--- config.mk ---
export PLATFORM = sky130hd
export DESIGN_NAME = router_fifo
export DESIGN_NICKNAME = d
export VERILOG_FILES = /design/src/rtl/router_fifo.sv
export SDC_FILE = /design/constraint.sdc
export NUM_CORES = 1
export LEC_CHECK = 0
export BUFFER_PORTS_ARGS = -buffer_cell sky130_fd_sc_hd__buf_4
export CORE_ASPECT_RATIO = 1.1
export CORE_MARGIN = 4
export CORE_UTILIZATION = 45
export DETAILED_ROUTE_END_ITERATION = 10
export PLACE_DENSITY_LB_ADDON = 0.15
export SLEW_MARGIN = 20
export SYNTH_ARGS = -nofsm -noshare
export SYNTH_HDL_FRONTEND = slang
export SYNTH_SLANG_ARGS = --single-unit
--- constraint.sdc ---
create_clock -name clk -period 3.9 [get_ports clk]
set_input_delay 0.78 -clock clk [delete_from_list [all_inputs] [get_ports clk]]
set_output_delay 0.78 -clock clk [all_outputs]
set_load 0.02 [all_outputs]
--- src/rtl/router_fifo.sv ---
// Per-port output FIFO of the 1x3 router: stores header/payload/parity bytes with a header tag bit.
// Latency: data_out is registered, valid one cycle after an accepted read; flags are combinational.
// Backpressure: full/empty flags; a write when full or a read when empty is silently dropped.
//
// Ports:
//   clk, rst (async active-low), soft_rst (sync active-high flush)
//   write_enb/lfd_state/data_in : write side; lfd_state tags header bytes
//   read_enb/data_out           : read side; data_out blanks to 0 once the packet's parity byte is out
//   full, empty                 : occupancy flags from the pre-edge pointers
module router_fifo #(
  parameter int WIDTH = 8,
  parameter int DEPTH = 16,
  parameter int PTR_W = 4
) (
  input  logic             clk,
  input  logic             rst,
  input  logic             soft_rst,
  input  logic             write_enb,
  input  logic             read_enb,
  input  logic             lfd_state,
  input  logic [WIDTH-1:0] data_in,
  output logic [WIDTH-1:0] data_out,
  output logic             full,
  output logic             empty
);

  localparam logic [PTR_W:0] PTR_ONE = (PTR_W+1)'(1);

  // MSB of each stored word marks a packet header byte.
  logic [WIDTH:0] mem [DEPTH];

  // Extra wrap bit distinguishes full from empty when the low bits match.
  logic [PTR_W:0] wr_ptr;
  logic [PTR_W:0] rd_ptr;

  // Bytes still to be read in the current packet (payload + parity).
  logic [6:0]     pkt_cnt;

  logic           wr_acc;
  logic           rd_acc;
  logic [WIDTH:0] rd_word;

  assign empty   = (wr_ptr == rd_ptr);
  assign full    = (wr_ptr[PTR_W] != rd_ptr[PTR_W]) &&
                   (wr_ptr[PTR_W-1:0] == rd_ptr[PTR_W-1:0]);
  assign wr_acc  = write_enb && !full;
  assign rd_acc  = read_enb && !empty;
  assign rd_word = mem[rd_ptr[PTR_W-1:0]];

  // Storage has no reset; a flush only needs the pointers cleared.
  always_ff @(posedge clk) begin
    if (wr_acc && !soft_rst) begin
      mem[wr_ptr[PTR_W-1:0]] <= {lfd_state, data_in};
    end
  end

  always_ff @(posedge clk or negedge rst) begin
    if (!rst) begin
      wr_ptr   <= '0;
      rd_ptr   <= '0;
      pkt_cnt  <= '0;
      data_out <= '0;
    end else if (soft_rst) begin
      wr_ptr   <= '0;
      rd_ptr   <= '0;
      pkt_cnt  <= '0;
      data_out <= '0;
    end else begin
      if (wr_acc) begin
        wr_ptr <= wr_ptr + PTR_ONE;
      end
      if (rd_acc) begin
        rd_ptr   <= rd_ptr + PTR_ONE;
        data_out <= rd_word[WIDTH-1:0];
        if (rd_word[WIDTH]) begin
          // Header: length field sits above the 2-bit address; +1 for the parity byte.
          pkt_cnt <= 7'(rd_word[WIDTH-1:2]) + 7'd1;
        end else if (pkt_cnt != 7'd0) begin
          pkt_cnt <= pkt_cnt - 7'd1;
        end
      end else if (pkt_cnt == 7'd0) begin
        // Packet fully delivered: blank the output bus.
        data_out <= '0;
      end
    end
  end

endmodule

==> out/metrics.cfg <==
[clock_network]
clkLatencyLatePin_ns=0.42
cts_buffer_depth=2
clockRootBuffer=clkbuf_16
cts_tree=yes
cts_resized=0
cts_buffers=17
hold_buffers=0
htreeDepth=4
cts_setup_buffers=0
clk_pin_slew_ns=0.06
cts.sink_count=169

[drt]
drt-total-wl_um=15700
drt_pre_antenna_iters=4
ant_nets=0
drt_iter0_drc=318
vias=3810
via_per_inst=5.72
post_drt_wl_per_cell_um=23.6
route.detailed.drc=0

[setup_path]
required_ns=3.12
cp_cell_sequence=xnor2_1, and4_1, and2_1, buf_4
rr_endpoint=pkt_cnt[1]
cp.arrival_ns=2.18
crit_buf_inv=1
r2r_cells=5
critPathMaxStageDelay_ns=0.94
cp_num_cells=4
crit_path_end_kind=output pin
timing.rr.start=rd_ptr[0]
cpMaxStageDelayCell=dfrtp_1
crit_type=register to output pin
crit_family=flip-flops
reg2reg_setup_slack_ns=1.13
critPathLaunchType=register
critPathMaxFanout=21

[synth]
synth_fp_nets=431
synthArstFlopShare_pct=14.8
ys_ff_latch=169
syn_avg_cell_area_um2=17.6
synth-edff-count=144
ys_warn_count=0
synth_flop_cell=edfxtp_1
synthCells=409
syn_area_um2=7210
ys_seq_area_share_pct=68.6
synth.distinct_cells=49

[flow_run]
maxCapViolCount=0

[finish]
final_common_cell=edfxtp_1
drive_above_1_share_pct=24.2
synthToLayoutAreaGrowth_pct=14.2
mostFrequentLayoutCells=144 x edfxtp_1, 48 x buf_4, 28 x nor2_1, 25 x mux4_2, 25 x nand2_1
num_antenna_cells=0
fin_nets=475
n_fill_cell=1285

[global_routing]
track_usage_pct=18.6
antenna_found_initial=0
grt_overflow_total=0
grt_max_degree=30
grt_pass1_vias=4006
grt_pass1_wl_um=24400

[floorplan]
io_pins=24
num_rows=48
start_util_pct=45.8
die_area_um2=18100
core_um2=15700
fp.dieH_um=141
die_w_um=129

[sta]
hold-worst-slack_ns=0.258
fin_crit_ns=2.96
fmax_ghz=0.338
fin_crit_sh_pct=76.0
maxSlewViolCount=0
hold_violations=0
rsz0062_at_grt=no
setup-violations-final=0
setup_tns_ns=0
worstMarginPinSlew_ns=0.917
skew_ns=0.00799
slew_headroom_pct=38.9

[power_and_ir_drop]
leakagePower_uw=0.00278
p_per_area_nw_per_um2=543
max-vdd-ir-drop_v=0.000322

[worst_hold_path]
worstHoldPathType=primary input to asynchronous set/reset pin

[placement]
gp_congestion=0.780
portBuffers=23
dpl.hpwl_um=9750

[run_status]
status=complete, no violations

-- worst reg2reg max path, cell delays in order (launching register included) --
cell,delay [ns]
dfrtp_2,0.74
mux4_1,0.64
mux4_2,0.57
ha_1,0.32
o21ai_0,0.11
a221oi_1,0.28
-- routing by layer --
metal  GRT usage (%)  up-vias  share of wire [%]
li1                -     1715                  -
met1            25.2     1983                 44
met2            30.1       96                 50
met3            4.24       16                4.0
met4            5.36        0                1.2
met5               0        -                  0
-- cell type report --
class / count / area, µm² / area share, %
tap: 200 / 250 / 3.04
multi-input combinational: 210 / 2070 / 25.2
inverter: 7 / 26.3 / 0.319
timing repair buffer: 48 / 360 / 4.37
clock inverter: 13 / 144 / 1.75
sequential: 169 / 4950 / 60.1
clock buffer: 19 / 433 / 5.25
-- sequential cells by signal, summed over array words and instances, names as in the netlist --
name and cells:
pkt_cnt 7, rd_ptr 5, data_out 8, mem 144, wr_ptr 5
-- stage by stage --
step / util, % / power, µW / area [µm²] / setup WS [ns] / cells
CTS: 52.4 / 4510 / 8240 / 0.940 / 666
finish: 52.4 / 4470 / 8240 / 0.938 / 666
global placement: 48.7 / 2850 / 7660 / 1.16 / 634
detailed placement: 48.7 / 2860 / 7660 / 1.11 / 634
global route: 52.4 / 4660 / 8240 / 0.818 / 666
floorplan: - / 2710 / 7210 / 1.03 / 409
-- report_power, final --
part           total (µW)  internal (µW)  switching (µW)  leakage [µW]
sequential           2070           2010            66.3       0.00164
clock                1640            949             696      0.000271
combinational         755            341             414      0.000870
-- worst max path at each step --
stage	start	to	slack [ns]
3_5_place_dp	rd_ptr[0]	pkt_cnt[1]	1.11
2_1_floorplan	rd_ptr[0]	mem[0][0]	1.03
3_3_place_gp	rd_ptr[0]	pkt_cnt[4]	1.16
5_1_grt	rd_ptr[1]	full	0.82
6_report	rd_ptr[1]	full	0.94
4_1_cts	rd_ptr[1]	full	0.94
-- cell families (layout without fill, tap and decap cells) --
family,Yosys count,after routing,share of synthesized area (%)
flops,169,169,68.6
compound gates,41,41,4.27
simple gates,97,97,6.54
fa+ha+maj,8,8,1.39
xor+xnor,17,17,2.06
buf+inv,30,87,2.62
mux,47,47,14.5
-- cell usage after synthesis (5+ instances only) --
| library cell | number | area (µm²) |
|---|---|---|
| a21oi_1 | 13 | 65.1 |
| buf_2 | 8 | 40.0 |
| clkbuf_1 | 7 | 26.3 |
| dfrtp_1 | 25 | 626 |
| edfxtp_1 | 144 | 4320 |
| ha_1 | 8 | 100 |
| inv_1 | 7 | 26.3 |
| mux4_1 | 16 | 420 |
| mux4_2 | 25 | 563 |
| nand2_1 | 25 | 93.8 |
| nand3_1 | 10 | 50.1 |
| nand4_1 | 5 | 31.3 |
| nor2_1 | 28 | 105 |
| nor3_1 | 9 | 45.0 |
| xnor2_1 | 9 | 78.8 |
| xor2_1 | 8 | 70.1 |
(Power assumes the default switching activity.)
